File: config.mk
export PLATFORM = sky130hd
export DESIGN_NAME = eth_rx_framer
export DESIGN_NICKNAME = d
export VERILOG_FILES = /design/src/rtl/eth_rx_pkg.sv /design/src/rtl/eth_crc32_byte.sv /design/src/rtl/eth_rx_framer.sv
export SDC_FILE = /design/constraint.sdc
export NUM_CORES = 1
export LEC_CHECK = 0
export CORE_ASPECT_RATIO = 1.1
export CORE_MARGIN = 3
export CORE_UTILIZATION = 54
export CTS_CLUSTER_DIAMETER = 30
export CTS_CLUSTER_SIZE = 20
export DETAILED_ROUTE_END_ITERATION = 8
export GPL_ROUTABILITY_DRIVEN = 0
export HOLD_SLACK_MARGIN = 0.15
export PLACE_DENSITY_LB_ADDON = 0.2
export SLEW_MARGIN = 20
export SYNTH_ARGS = -nofsm -noshare
export SYNTH_HDL_FRONTEND = slang
export SYNTH_SLANG_ARGS = --single-unit
File: constraint.sdc
create_clock -name pll_clk -period 2.25 [get_ports pll_clk]
set_input_delay 0.45 -clock pll_clk [delete_from_list [all_inputs] [get_ports pll_clk]]
set_output_delay 0.45 -clock pll_clk [all_outputs]
set_load 0.005 [all_outputs]
File: src/rtl/eth_rx_pkg.sv
// eth_rx_pkg
//   Shared definitions for the Ethernet receive path: the framer FSM state
//   encoding, the preamble/SFD line symbols for RMII (2-bit) and MII (4-bit)
//   PHYs, and the CRC-32 constants used by the framer and a future TX block.
//   No ports; import with eth_rx_pkg::*.
package eth_rx_pkg;

  typedef enum logic [1:0] {
    IDLE = 2'd0,
    PRE  = 2'd1,
    DATA = 2'd2,
    DROP = 2'd3
  } rx_state_t;

  // Preamble byte 0x55 and SFD byte 0xD5, as seen one symbol at a time LSB-first
  localparam logic [1:0] RMII_PRE_SYM = 2'b01;
  localparam logic [1:0] RMII_SFD_SYM = 2'b11;
  localparam logic [3:0] MII_PRE_SYM  = 4'h5;
  localparam logic [3:0] MII_SFD_SYM  = 4'hD;

  localparam logic [31:0] CRC_POLY    = 32'h04C11DB7;
  localparam logic [31:0] CRC_INIT    = 32'hFFFFFFFF;
  localparam logic [31:0] CRC_RESIDUE = 32'hDEBB20E3;

  // Bit reversal, used to turn the normal-form polynomial into the reflected
  // form needed by the LSB-first shift
  function automatic logic [31:0] reflect32(input logic [31:0] v);
    logic [31:0] r;
    for (int i = 0; i < 32; i++) begin
      r[i] = v[31-i];
    end
    return r;
  endfunction

  function automatic logic [3:0] pre_sym(input int phy_w);
    return (phy_w == 4) ? MII_PRE_SYM : {2'b00, RMII_PRE_SYM};
  endfunction

  function automatic logic [3:0] sfd_sym(input int phy_w);
    return (phy_w == 4) ? MII_SFD_SYM : {2'b00, RMII_SFD_SYM};
  endfunction

endpackage

File: src/rtl/eth_crc32_byte.sv
// eth_crc32_byte
//   Combinational one-byte step of the reflected Ethernet CRC-32.
//   Ports:
//     crc      in  32  current CRC register
//     data     in  8   byte to absorb (LSB is the first bit on the wire)
//     crc_next out 32  CRC register after absorbing data
module eth_crc32_byte
  import eth_rx_pkg::*;
(
  input  logic [31:0] crc,
  input  logic [7:0]  data,
  output logic [31:0] crc_next
);

  localparam logic [31:0] POLY_REFL = reflect32(CRC_POLY);

  logic [31:0] c;

  // Eight unrolled shift/XOR steps; the byte is folded into the low bits up
  // front because the reflected register consumes bit 0 first.
  always_comb begin
    c = crc ^ {24'h000000, data};
    for (int i = 0; i < 8; i++) begin
      c = c[0] ? ((c >> 1) ^ POLY_REFL) : (c >> 1);
    end
    crc_next = c;
  end

endmodule

File: src/rtl/eth_rx_framer.sv
// eth_rx_framer
//   Receive framer from RMII/MII PHY symbols to a byte stream. Strips the
//   preamble/SFD, assembles bytes LSB-first, checks CRC-32, hides the 4-byte
//   FCS behind a 5-entry delay line and flags the last byte of each frame.
//   Ports:
//     pll_clk        in  1      clock
//     rst_n          in  1      asynchronous active-low reset
//     rx_en          in  1      symbol sample strobe; nothing advances without it
//     phy_rxd        in  PHY_W  receive symbol, LSB-first
//     phy_crs_dv     in  1      carrier sense / data valid
//     m_data         out 8      payload byte
//     m_valid        out 1      one-cycle byte strobe
//     m_last         out 1      last byte of frame (with m_valid)
//     m_err          out 1      frame error (with m_valid && m_last)
//     stat_ok        out 1      one-cycle pulse per good frame
//     stat_bad       out 1      one-cycle pulse per bad/dropped frame
//     stat_drop_cnt  out 16     saturating count of stat_bad pulses
//   PHY_W must be 2 (RMII) or 4 (MII).
module eth_rx_framer
  import eth_rx_pkg::*;
#(
  parameter int PHY_W     = 2,
  parameter int MIN_PRE   = 8,
  parameter int MAX_FRAME = 1518,
  parameter int MIN_FRAME = 64
) (
  input  logic             pll_clk,
  input  logic             rst_n,
  input  logic             rx_en,
  input  logic [PHY_W-1:0] phy_rxd,
  input  logic             phy_crs_dv,
  output logic [7:0]       m_data,
  output logic             m_valid,
  output logic             m_last,
  output logic             m_err,
  output logic             stat_ok,
  output logic             stat_bad,
  output logic [15:0]      stat_drop_cnt
);

  localparam int CW  = $clog2(MAX_FRAME + 2);
  localparam int SPB = 8 / PHY_W;

  localparam logic [PHY_W-1:0] PRE_SYM   = PHY_W'(pre_sym(PHY_W));
  localparam logic [PHY_W-1:0] SFD_SYM   = PHY_W'(sfd_sym(PHY_W));
  localparam logic [1:0]       SYM_LAST  = 2'(SPB - 1);
  localparam logic [7:0]       MIN_PRE_C = 8'(MIN_PRE);
  localparam logic [CW-1:0]    MAX_B     = CW'(MAX_FRAME);
  localparam logic [CW-1:0]    MIN_B     = CW'(MIN_FRAME);
  localparam logic [CW-1:0]    DL_FULL   = CW'(5);

  rx_state_t       state, state_nxt;
  logic [7:0]      pre_cnt;
  logic [1:0]      sym_cnt;
  logic [7:0]      shift_reg;
  logic [CW-1:0]   byte_cnt;
  logic [31:0]     crc;
  logic [31:0]     crc_nxt;
  logic [7:0]      dl [5];

  logic            is_pre, is_sfd, byte_done;
  logic [7:0]      new_byte;
  logic            emit, emit_last, emit_err, ok_nxt, bad_nxt;

  assign is_pre    = (phy_rxd == PRE_SYM);
  assign is_sfd    = (phy_rxd == SFD_SYM);
  // New symbols enter at the top so the first one received ends up in bit 0
  assign new_byte  = {phy_rxd, shift_reg[7:PHY_W]};
  assign byte_done = (state == DATA) && rx_en && phy_crs_dv && (sym_cnt == SYM_LAST);

  eth_crc32_byte u_crc (
    .crc      (crc),
    .data     (new_byte),
    .crc_next (crc_nxt)
  );

  // State register
  always_ff @(posedge pll_clk or negedge rst_n) begin
    if (!rst_n) begin
      state <= IDLE;
    end else begin
      state <= state_nxt;
    end
  end

  // Next state plus the emit/status decisions for this sample. dl[4] is the
  // oldest delay-line entry whenever byte_cnt >= 5.
  always_comb begin
    state_nxt = state;
    emit      = 1'b0;
    emit_last = 1'b0;
    emit_err  = 1'b0;
    ok_nxt    = 1'b0;
    bad_nxt   = 1'b0;
    if (rx_en) begin
      unique case (state)
        IDLE: begin
          if (phy_crs_dv && is_pre) state_nxt = PRE;
        end
        PRE: begin
          if (!phy_crs_dv) begin
            state_nxt = IDLE;
          end else if (is_sfd && (pre_cnt >= MIN_PRE_C)) begin
            state_nxt = DATA;
          end else if (!is_pre) begin
            state_nxt = DROP;
          end
        end
        DATA: begin
          if (!phy_crs_dv) begin
            state_nxt = IDLE;
            if (byte_cnt >= DL_FULL) begin
              emit      = 1'b1;
              emit_last = 1'b1;
              emit_err  = (crc != CRC_RESIDUE) || (byte_cnt < MIN_B) || (sym_cnt != 2'd0);
              ok_nxt    = !emit_err;
              bad_nxt   = emit_err;
            end else begin
              bad_nxt = 1'b1;
            end
          end else if (byte_done) begin
            // Byte MAX_FRAME+1 is arriving: close the stream now so the
            // counter can never wrap.
            if (byte_cnt == MAX_B) begin
              emit      = 1'b1;
              emit_last = 1'b1;
              emit_err  = 1'b1;
              bad_nxt   = 1'b1;
              state_nxt = DROP;
            end else if (byte_cnt >= DL_FULL) begin
              emit = 1'b1;
            end
          end
        end
        DROP: begin
          if (!phy_crs_dv) state_nxt = IDLE;
        end
        default: state_nxt = IDLE;
      endcase
    end
  end

  // Datapath: preamble count, byte assembly, CRC, delay line and registered
  // outputs. Per-frame registers are re-armed whenever we are outside DATA.
  always_ff @(posedge pll_clk or negedge rst_n) begin
    if (!rst_n) begin
      pre_cnt       <= 8'd0;
      sym_cnt       <= 2'd0;
      shift_reg     <= 8'd0;
      byte_cnt      <= '0;
      crc           <= CRC_INIT;
      for (int i = 0; i < 5; i++) dl[i] <= 8'd0;
      m_data        <= 8'd0;
      m_valid       <= 1'b0;
      m_last        <= 1'b0;
      m_err         <= 1'b0;
      stat_ok       <= 1'b0;
      stat_bad      <= 1'b0;
      stat_drop_cnt <= 16'd0;
    end else begin
      m_valid  <= emit;
      m_last   <= emit_last;
      m_err    <= emit_err;
      stat_ok  <= ok_nxt;
      stat_bad <= bad_nxt;
      if (emit) m_data <= dl[4];
      if (bad_nxt && (stat_drop_cnt != 16'hFFFF)) stat_drop_cnt <= stat_drop_cnt + 16'd1;

      if (state != DATA) begin
        sym_cnt   <= 2'd0;
        shift_reg <= 8'd0;
        byte_cnt  <= '0;
        crc       <= CRC_INIT;
      end

      if (rx_en) begin
        if (state == IDLE) begin
          pre_cnt <= 8'd1;
        end else if (state == PRE) begin
          if (is_pre && (pre_cnt != 8'hFF)) pre_cnt <= pre_cnt + 8'd1;
        end else if ((state == DATA) && phy_crs_dv) begin
          shift_reg <= new_byte;
          if (byte_done) begin
            sym_cnt  <= 2'd0;
            crc      <= crc_nxt;
            byte_cnt <= byte_cnt + CW'(1);
            dl[0]    <= new_byte;
            for (int i = 1; i < 5; i++) dl[i] <= dl[i-1];
          end else begin
            sym_cnt <= sym_cnt + 2'd1;
          end
        end
      end
    end
  end

endmodule

**Word level (Yosys, flattened, before mapping)**

Index checks and enable logic that the tools add are counted.
Widths: inputs -> output; s select.

- Input port bits: 6
- Memories: 0
- Memory bits (read-only): 0
- Output and inout port bits: 29
- Bits in latches: 0
- Register bits: 132
- Bits in writable memories: 0
- Word-level logic and storage cells: 136

- Order comparisons: 3
- Div/mod/pow operators: 0
- Shift operators: 0
- Reductions and logical operators: 18
- Add/sub/neg operators: 4
- Bitwise operators: 11
- Mux-type cells: 66
- Eq/ne operators: 16
- $mul: 0

Operators with widths:

| kind | count |
|---|---|
| $mux 32 | 14 |
| $not 13->14 | 8 |
| $mux 11 | 6 |
| $mux 8 | 8 |
| $ne 32x32->1 const B | 1 |
| $xor 32x8->32 | 1 |
| $mux 2 | 14 |
| $mux 1 | 23 |
| $add 16x1->16 const B | 1 |
| $ne 16x16->1 const B | 1 |
| $add 11x1->11 const B | 1 |
| $eq 11x11->1 const B | 1 |
| $ge 11x3->1 const B | 1 |
| $lt 11x7->1 const B | 1 |
| $add 8x1->8 const B | 1 |
| $eq 2x2->1 const B | 4 |
| $ge 8x4->1 const B | 1 |
| $logic_and 1x1->1 | 8 |
| $ne 8x8->1 const B | 1 |
| $pmux 2 s4 | 1 |
| $ne 2x2->1 const B | 3 |
| $reduce_and 6->1 | 1 |
| $reduce_bool 2->1 | 3 |
| $reduce_and 5->1 | 1 |
| other kinds (10) | 13 |

**Longest topological paths before layout**

Gate-level depths: netlist of the first run.

- Word-level depth: 22
- Mapped depth: 9

**Modules after synthesis**

A second synthesis of the first run with hierarchy kept.

- Cells, all modules: 586
- Area total of the unflattened synthesis: 6687.7 um2

By module, submodules not included:

| module | instances | sequential area each (um2) | cells an instance | area an instance (um2) |
|---|---|---|---|---|
| eth_rx_framer | 1 | 3293.2 | 523 | 5735.5 |
| eth_crc32_byte | 1 | 0.0 | 63 | 952.2 |

**Least setup slack after synthesis of the first run**

No wires, ideal clock.

- Kind: reg2reg
- From: register crc[15]
- To: register stat_drop_cnt[15]
- Data arrival time: 2.205 ns
- Required time: 2.126 ns
- Setup time: 0.124 ns
- Stages on the path, launching flop included: 7
- Path slack: -0.079 ns
- Clock period less this slack: 2.329 ns
- Buffers on the path: 0
- Cell sequence: dfstp_2 > or4_1 > or4_1 > nor4_2 > a311oi_2 > and4b_1 > xor2_1

- Word-level cells in the longest chain between the ends: 8

RTL lines:

| what | RTL line | text |
|---|---|---|
| from (decl) | eth_rx_framer.sv:57 | `logic [31:0] crc;` |
| from (signal assigned) | eth_rx_framer.sv:185 | `crc <= crc_nxt;` |
| $ne 32x32->1 | eth_rx_framer.sv:115 | `emit_err = (crc != CRC_RESIDUE) \|\| (byte_cnt < MIN_B) \|\| (sym_cnt != 2'd0);` |
| $logic_or 1x1->1 (2 in series) | eth_rx_framer.sv:115 |  |
| $mux 1 | eth_rx_framer.sv:112 | `if (byte_cnt >= DL_FULL) begin` |
| $mux 1 | eth_rx_framer.sv:110 | `if (!phy_crs_dv) begin` |
| $mux 1 | eth_rx_framer.sv:96 | `unique case (state)` |
| $mux 1 | eth_rx_framer.sv:95 | `if (rx_en) begin` |
| $logic_and 1x1->1 | eth_rx_framer.sv:167 | `if (bad_nxt && (stat_drop_cnt != 16'hFFFF)) stat_drop_cnt <= stat_drop_cnt + 16'd1;` |
| to (signal assigned) | eth_rx_framer.sv:167 |  |
| to (decl) | eth_rx_framer.sv:38 | `output logic [15:0] stat_drop_cnt` |

No other way between the ends.
A chain may end at the register's enable or synchronous reset.

**Worst setup path after layout of the first run**

- From: register crc[15]
- To: register stat_drop_cnt[9]

Same word-level chain as after synthesis.

==> flow_summary.json, run 1 <==
{
  "min_period_ps": 2290,
  "grt_pass1_wl_um": 24300,
  "postRouteAntennaNets": 0,
  "synth_most_common_cell": "nand2_1",
  "required_ps": 2590,
  "yosysSeqAreaShare_pct": 52.5,
  "post_drt_wl_per_cell_um": 16.2,
  "worst_slack_ps": -41.6,
  "hp-start": "dl[22]$_DFFE_PN0P_",
  "grt_max_degree": 44,
  "areaGrowthSynthToFinish_pct": 26.1,
  "finalSetupViolCount": 8,
  "vias": 4788,
  "die-area_um2": 13000,
  "rr_worst_depth": 7,
  "reg2reg_to": "stat_drop_cnt[9]$_DFFE_PN0P_",
  "ys_ff_latch": 130,
  "crit_top_cell": "or4_4",
  "synth-compound-area-share_pct": 7.49,
  "pre_cts_slack_ps": -366,
  "r2r_slack_ps": -40,
  "largest_register_ffs": 40,
  "relSlewSlack_pct": 53.7,
  "grt_use_total_pct": 23.9,
  "synth_xor_area_share_pct": 15.0,
  "portBuffers": 34,
  "htreeDepth": 4,
  "synth-adder-area-share_pct": 1.59,
  "ios": 35,
  "endpoint_kind": "flop",
  "post-route-period-util_pct": 102,
  "rows": 40,
  "final_area_um2": 7920,
  "viasPerCell": 5.44,
  "cap_violations": 0,
  "violations": "negative setup slack",
  "min_to": "dl[14]$_DFFE_PN0P_",
  "async_flop_share_pct": 100,
  "ir_drop_uv": 629,
  "crit_family": "simple AND/OR/NAND/NOR gates",
  "clock_latency_ps": 420,
  "reg2reg_from": "crc[15]$_DFF_PN1_",
  "path_class": "reg2reg",
  "core_um2": 11200,
  "finClkSkew_ps": 6.95,
  "crit_slowest_cell": "or4_4",
  "clk_pin_slew_ps": 50,
  "critPathMaxFanout": 5,
  "cts_tree": "done",
  "layout-drive-gt1-share_pct": 21.8,
  "crit_arrival_ps": 2630,
  "worstHoldPathType": "reg2reg",
  "grt-ovfl-total": 0,
  "synth_commonest_cells": "174 x nand2_1, 98 x dfrtp_1, 61 x xnor2_1, 32 x dfstp_2, 32 x xor2_1",
  "antennaDiodeCount": 0,
  "yosys.area.top_type": "dfrtp_1",
  "synth_cells": 628,
  "synthSimpleGateAreaFrac_pct": 19.4,
  "max_freq_mhz": 436,
  "yosys-top-cells-area": "dfrtp_1 39%, dfstp_2 13%, nand2_1 10%, xnor2_1 8.5%, xor2_1 4.5%",
  "root_buffer": "clkbuf_16",
  "placedInstanceArea_um2": 7240,
  "ys.flop_type": "dfrtp_1",
  "top_register": "dl",
  "syn-num-nets": 642,
  "antenna_found_initial": 0,
  "die_h_um": 119,
  "cp.buffers_inverters": 1,
  "max_stage_delay_ps": 550,
  "p_total_mw": 5.89,
  "cts_sinks": 130,
  "initial_core_util_pct": 56.3,
  "synth_top_area_share_pct": 39.1,
  "critPathLaunchType": "flop",
  "dr.pass1.iters": 4,
  "path_depth": 7,
  "dieWidth_um": 109,
  "hold_path_depth": 2,
  "grt_pass1_vias": 4955,
  "synth_edf_count": 0,
  "drcViolationCount": 0,
  "syn_area_um2": 6280,
  "finalHoldViolCount": 0,
  "path_cells": "or4_4 > or4_4 > nor4_4 > a311oi_4 > buf_4 > nand4_1 > xnor2_1",
  "nets": 734,
  "power_leakage_nw": 3.76,
  "syn_avg_cell_area_um2": 10.0,
  "synth_cell_type_count": 48,
  "p_per_area_nw_per_um2": 744,
  "tritoncts.num_buffers": 17,
  "worst_pin_slew_ps": 689,
  "slew_viol_final": 0,
  "synth-warning-count": 0,
  "rsz0062_at_grt": "true",
  "muxShareOfSynthArea_pct": 1.77,
  "dr.first_iter.drc_count": 301,
  "reg_top3": "dl (40), crc (32), stat_drop_cnt (16)",
  "synth_top_family_by_area": "simple AND/OR/NAND/NOR gates",
  "routed_wl_um": 14300,
  "outcome": "complete, but fails checks",
  "cts_buffer_depth": 2,
  "dp_hpwl_um": 9620
}
-- power by group --
group	switching [mW]	internal [mW]	total, mW	leakage (nW)
registers	0.0859	2.42	2.51	1.69
logic	0.471	0.333	0.804	1.79
clock network	0.940	1.64	2.58	0.277
total	1.50	4.39	5.89	3.76
-- metrics by stage --
stage               TNS [ps]  cells  hold WS (ps)  util (%)
floorplan                  0    628           154         -
global placement       -4690    845           392      64.9
detailed placement     -6450    845           405      64.9
CTS                    -1920    880           466      70.5
global route           -1290    880           488      71.0
finish                  -191    880           462      71.0
-- cells in the final DEF, fill, tap and decap left out, types with 3 or more instances in the layout --
cell type / count
buf_4: 61
buf_12: 4
clkbuf_16: 17
nand4b_1: 3
dfrtp_1: 98
and4b_1: 3
nor2_1: 26
xor2_1: 32
nand4_1: 13
dfstp_2: 32
and3_1: 11
xnor2_1: 59
nand3_1: 13
nand2_1: 171
a21oi_1: 18
o211ai_1: 26
nand3_2: 4
clkbuf_1: 4
nor3_1: 8
ha_1: 8
mux2_2: 9
clkdlybuf4s50_1: 33
o21ai_0: 8
xnor2_2: 5
inv_1: 11
clkbuf_8: 8
-- area by class of cell --
type	count	area [um^2]
sequential	130	3290
fill	800	3240
multi-input combinational	460	2940
timing repair buffer	100	890
clock buffer	29	551
tap	147	184
inverter	11	41.3
clock inverter	3	16.3
-- how the worst max path moves through the flow --
| stage | start | end |
|---|---|---|
| after global routing | crc[15]$_DFF_PN1_ | stat_drop_cnt[15]$_DFFE_PN0P_ |
| after CTS | crc[15]$_DFF_PN1_ | stat_drop_cnt[4]$_DFFE_PN0P_ |
| after floorplan | crc[15]$_DFF_PN1_ | stat_drop_cnt[15]$_DFFE_PN0P_ |
| after detailed placement | phy_rxd[0] | pre_cnt[5]$_DFFE_PN0P_ |
| final | crc[15]$_DFF_PN1_ | stat_drop_cnt[9]$_DFFE_PN0P_ |
| after global placement | phy_crs_dv | stat_drop_cnt[15]$_DFFE_PN0P_ |
-- per-layer routing --
layer  global-route usage, %  routed length, um
met5                       0                  0
met1                    30.0               6040
met2                    39.5               7330
met4                    10.6                416
met3                    5.09                483
-- worst reg2reg max path, stage by stage, from the launching register on --
cell and delay (ps):
dfstp_2 360, or4_4 540, or4_4 550, nor4_4 220, a311oi_4 120, buf_4 200
nand4_1 100, xnor2_1 120
-- logic make-up after synthesis --
| logic type | count (synthesis) |
|---|---|
| buf+inv | 38 |
| fa+ha+maj | 8 |
| simple gates | 273 |
| flops | 130 |
| xor+xnor | 99 |
| mux | 10 |
| compound gates | 70 |
-- what timing repair did --
item | CTS | global route
setup buffers | 2 | 1
resized for setup | 8 | 10
hold buffers | 1 | 0
endpoints found under the setup margin | 16 | 23
pin swaps | 13 | 6
endpoints found under the hold margin | 18 | 0
Power figures use the tool's default switching activity.
==> inputs of run 2 (changes only) <==
--- a/config.mk
+++ b/config.mk
@@ -13,7 +13,7 @@
 export DETAILED_ROUTE_END_ITERATION = 8
 export GPL_ROUTABILITY_DRIVEN = 0
 export HOLD_SLACK_MARGIN = 0.15
-export PLACE_DENSITY_LB_ADDON = 0.2
+export PLACE_DENSITY = 0.75
 export SLEW_MARGIN = 20
 export SYNTH_ARGS = -nofsm -noshare
 export SYNTH_HDL_FRONTEND = slang
==> flow_summary.json, run 2 (same netlist as run 1, synthesis figures left out) <==
{
  "outcome": "complete, but fails checks",
  "violations": "negative setup slack",
  "worst_slack_ps": -69.4,
  "reg2reg_to": "stat_drop_cnt[0]$_DFFE_PN0P_",
  "dr.pass1.iters": 5,
  "max_freq_mhz": 431,
  "worstHoldPathType": "reg2reg",
  "antennaDiodeCount": 0,
  "path_class": "reg2reg",
  "layout-drive-gt1-share_pct": 22.7,
  "tritoncts.num_buffers": 17,
  "max_stage_delay_ps": 550,
  "cts_sinks": 130,
  "routed_wl_um": 14200,
  "crit_arrival_ps": 2620,
  "post_drt_wl_per_cell_um": 16.1,
  "cts_buffer_depth": 2,
  "finClkSkew_ps": 6.62,
  "clock_latency_ps": 420,
  "grt_max_degree": 78,
  "finalHoldViolCount": 0,
  "vias": 4829,
  "portBuffers": 34,
  "core_um2": 11200,
  "worst_pin_slew_ps": 506,
  "nets": 738,
  "p_total_mw": 6.03,
  "final_common_cell": "nand2_1",
  "finalSetupViolCount": 10,
  "hold_path_depth": 2,
  "critPathMaxFanout": 6,
  "fillers": 792,
  "clk_pin_slew_ps": 60,
  "r2r_slack_ps": -70,
  "power_leakage_nw": 3.78,
  "rsz0062_at_grt": "true",
  "cp.buffers_inverters": 2,
  "dp_hpwl_um": 9250,
  "reg2reg_from": "crc[8]$_DFF_PN1_",
  "hold_slack_ps": 464,
  "htreeDepth": 4,
  "root_buffer": "clkbuf_16",
  "dieWidth_um": 109,
  "areaGrowthSynthToFinish_pct": 27.1,
  "endpoint_kind": "flop",
  "mostFrequentLayoutCells": "171 x nand2_1, 98 x dfrtp_1, 64 x buf_4, 59 x xnor2_1, 33 x clkdlybuf4s50_1",
  "setup-tns-final_ps": -355,
  "die-area_um2": 13000,
  "path_cells": "or4_4 > or4_4 > nor4_4 > a311oi_4 > buf_4 > buf_6 > xor2_2",
  "grt_pass1_vias": 4849,
  "post-route-period-util_pct": 103,
  "ir_drop_uv": 527,
  "grt_use_total_pct": 23.7,
  "postRouteAntennaNets": 0,
  "crit_slowest_cell": "or4_4",
  "hp-start": "dl[33]$_DFFE_PN0P_",
  "drcViolationCount": 0,
  "dr.first_iter.drc_count": 261,
  "rr_worst_depth": 7,
  "p_per_area_nw_per_um2": 755,
  "min_period_ps": 2320,
  "critPathLaunchType": "flop",
  "grt-ovfl-total": 0,
  "cts_tree": "done",
  "crit_family": "simple AND/OR/NAND/NOR gates",
  "die_h_um": 119,
  "viasPerCell": 5.46,
  "ios": 35,
  "pre_cts_slack_ps": -371,
  "top_register": "dl",
  "grt_pass1_wl_um": 24200,
  "min_to": "dl[25]$_DFFE_PN0P_",
  "largest_register_ffs": 40,
  "cap_violations": 0,
  "relSlewSlack_pct": 66.0,
  "rows": 40,
  "required_ps": 2550,
  "initial_core_util_pct": 56.3,
  "crit_top_cell": "or4_4",
  "reg_top3": "dl (40), crc (32), stat_drop_cnt (16)",
  "slew_viol_final": 0,
  "antenna_found_initial": 0
}
[run 2: changes by cell type in the layout (fill, tap and decap cells not counted), moves of 2 or more]
cell and delta:
inv_6 +2, buf_4 +3, clkinv_4 +5, bufinv_16 +2, clkinvlp_4 +4, clkbuf_8 -8
clkbuf_1 -3
[run 2: area by class of cell]
cell class	instances	area [um^2]	area share, %
Clock buffer	18	429	5.38
Clock inverter	14	159	1.99
Inverter	11	41.3	0.517
Multi-Input combinational cell	460	2940	36.9
Sequential cell	130	3290	41.3
Tap cell	147	184	2.30
Timing Repair Buffer	104	932	11.7
[run 2: per-layer routing]
layer	track usage [%]	part of all wire [%]	up-vias
met4	6.79	1.4	0
li1	-	-	2311
met2	40.1	52	121
met1	30.9	42	2377
met5	0	0	-
met3	4.77	3.9	20
[run 2: through the flow]
step	area (um^2)	std cells	utilization, %
after CTS	7920	883	71.0
after global placement	7270	847	65.1
after floorplan	6290	628	-
after detailed placement	7270	847	65.1
after global routing	7980	884	71.5
final	7980	884	71.5
[run 2: report_power, final]
part / total, mW / switching, mW / internal, mW / leakage (nW)
sequential: 2.52 / 0.101 / 2.42 / 1.69
combinational: 0.818 / 0.475 / 0.344 / 1.82
clock: 2.69 / 1.04 / 1.64 / 0.269
total: 6.03 / 1.62 / 4.41 / 3.78
[run 2: worst min-delay path, delay by kind of cell (launching register included)]
family	cells	cell delay, ps
and+or+nand+nor	2	100
DFF	1	340
[run 2: worst max path at each step]
stage	slack, ps	from	to	depth (start not counted)
2_1_floorplan	30	crc[15]$_DFF_PN1_	stat_drop_cnt[15]$_DFFE_PN0P_	6
3_3_place_gp	-300	phy_crs_dv	stat_drop_cnt[15]$_DFFE_PN0P_	7
3_5_place_dp	-370	phy_crs_dv	stat_drop_cnt[5]$_DFFE_PN0P_	8
4_1_cts	-170	crc[8]$_DFF_PN1_	stat_drop_cnt[5]$_DFFE_PN0P_	7
5_1_grt	-140	crc[8]$_DFF_PN1_	stat_drop_cnt[8]$_DFFE_PN0P_	7
6_report	-70	crc[8]$_DFF_PN1_	stat_drop_cnt[0]$_DFFE_PN0P_	7
[run 2: what timing repair did]
action                                 CTS  global route
endpoints found under the hold margin   98             0
gates resized for setup                  7            10
setup endpoints to repair               16            19
setup buffers                            3             1
pin swaps                               12             6
hold buffers                             1             0
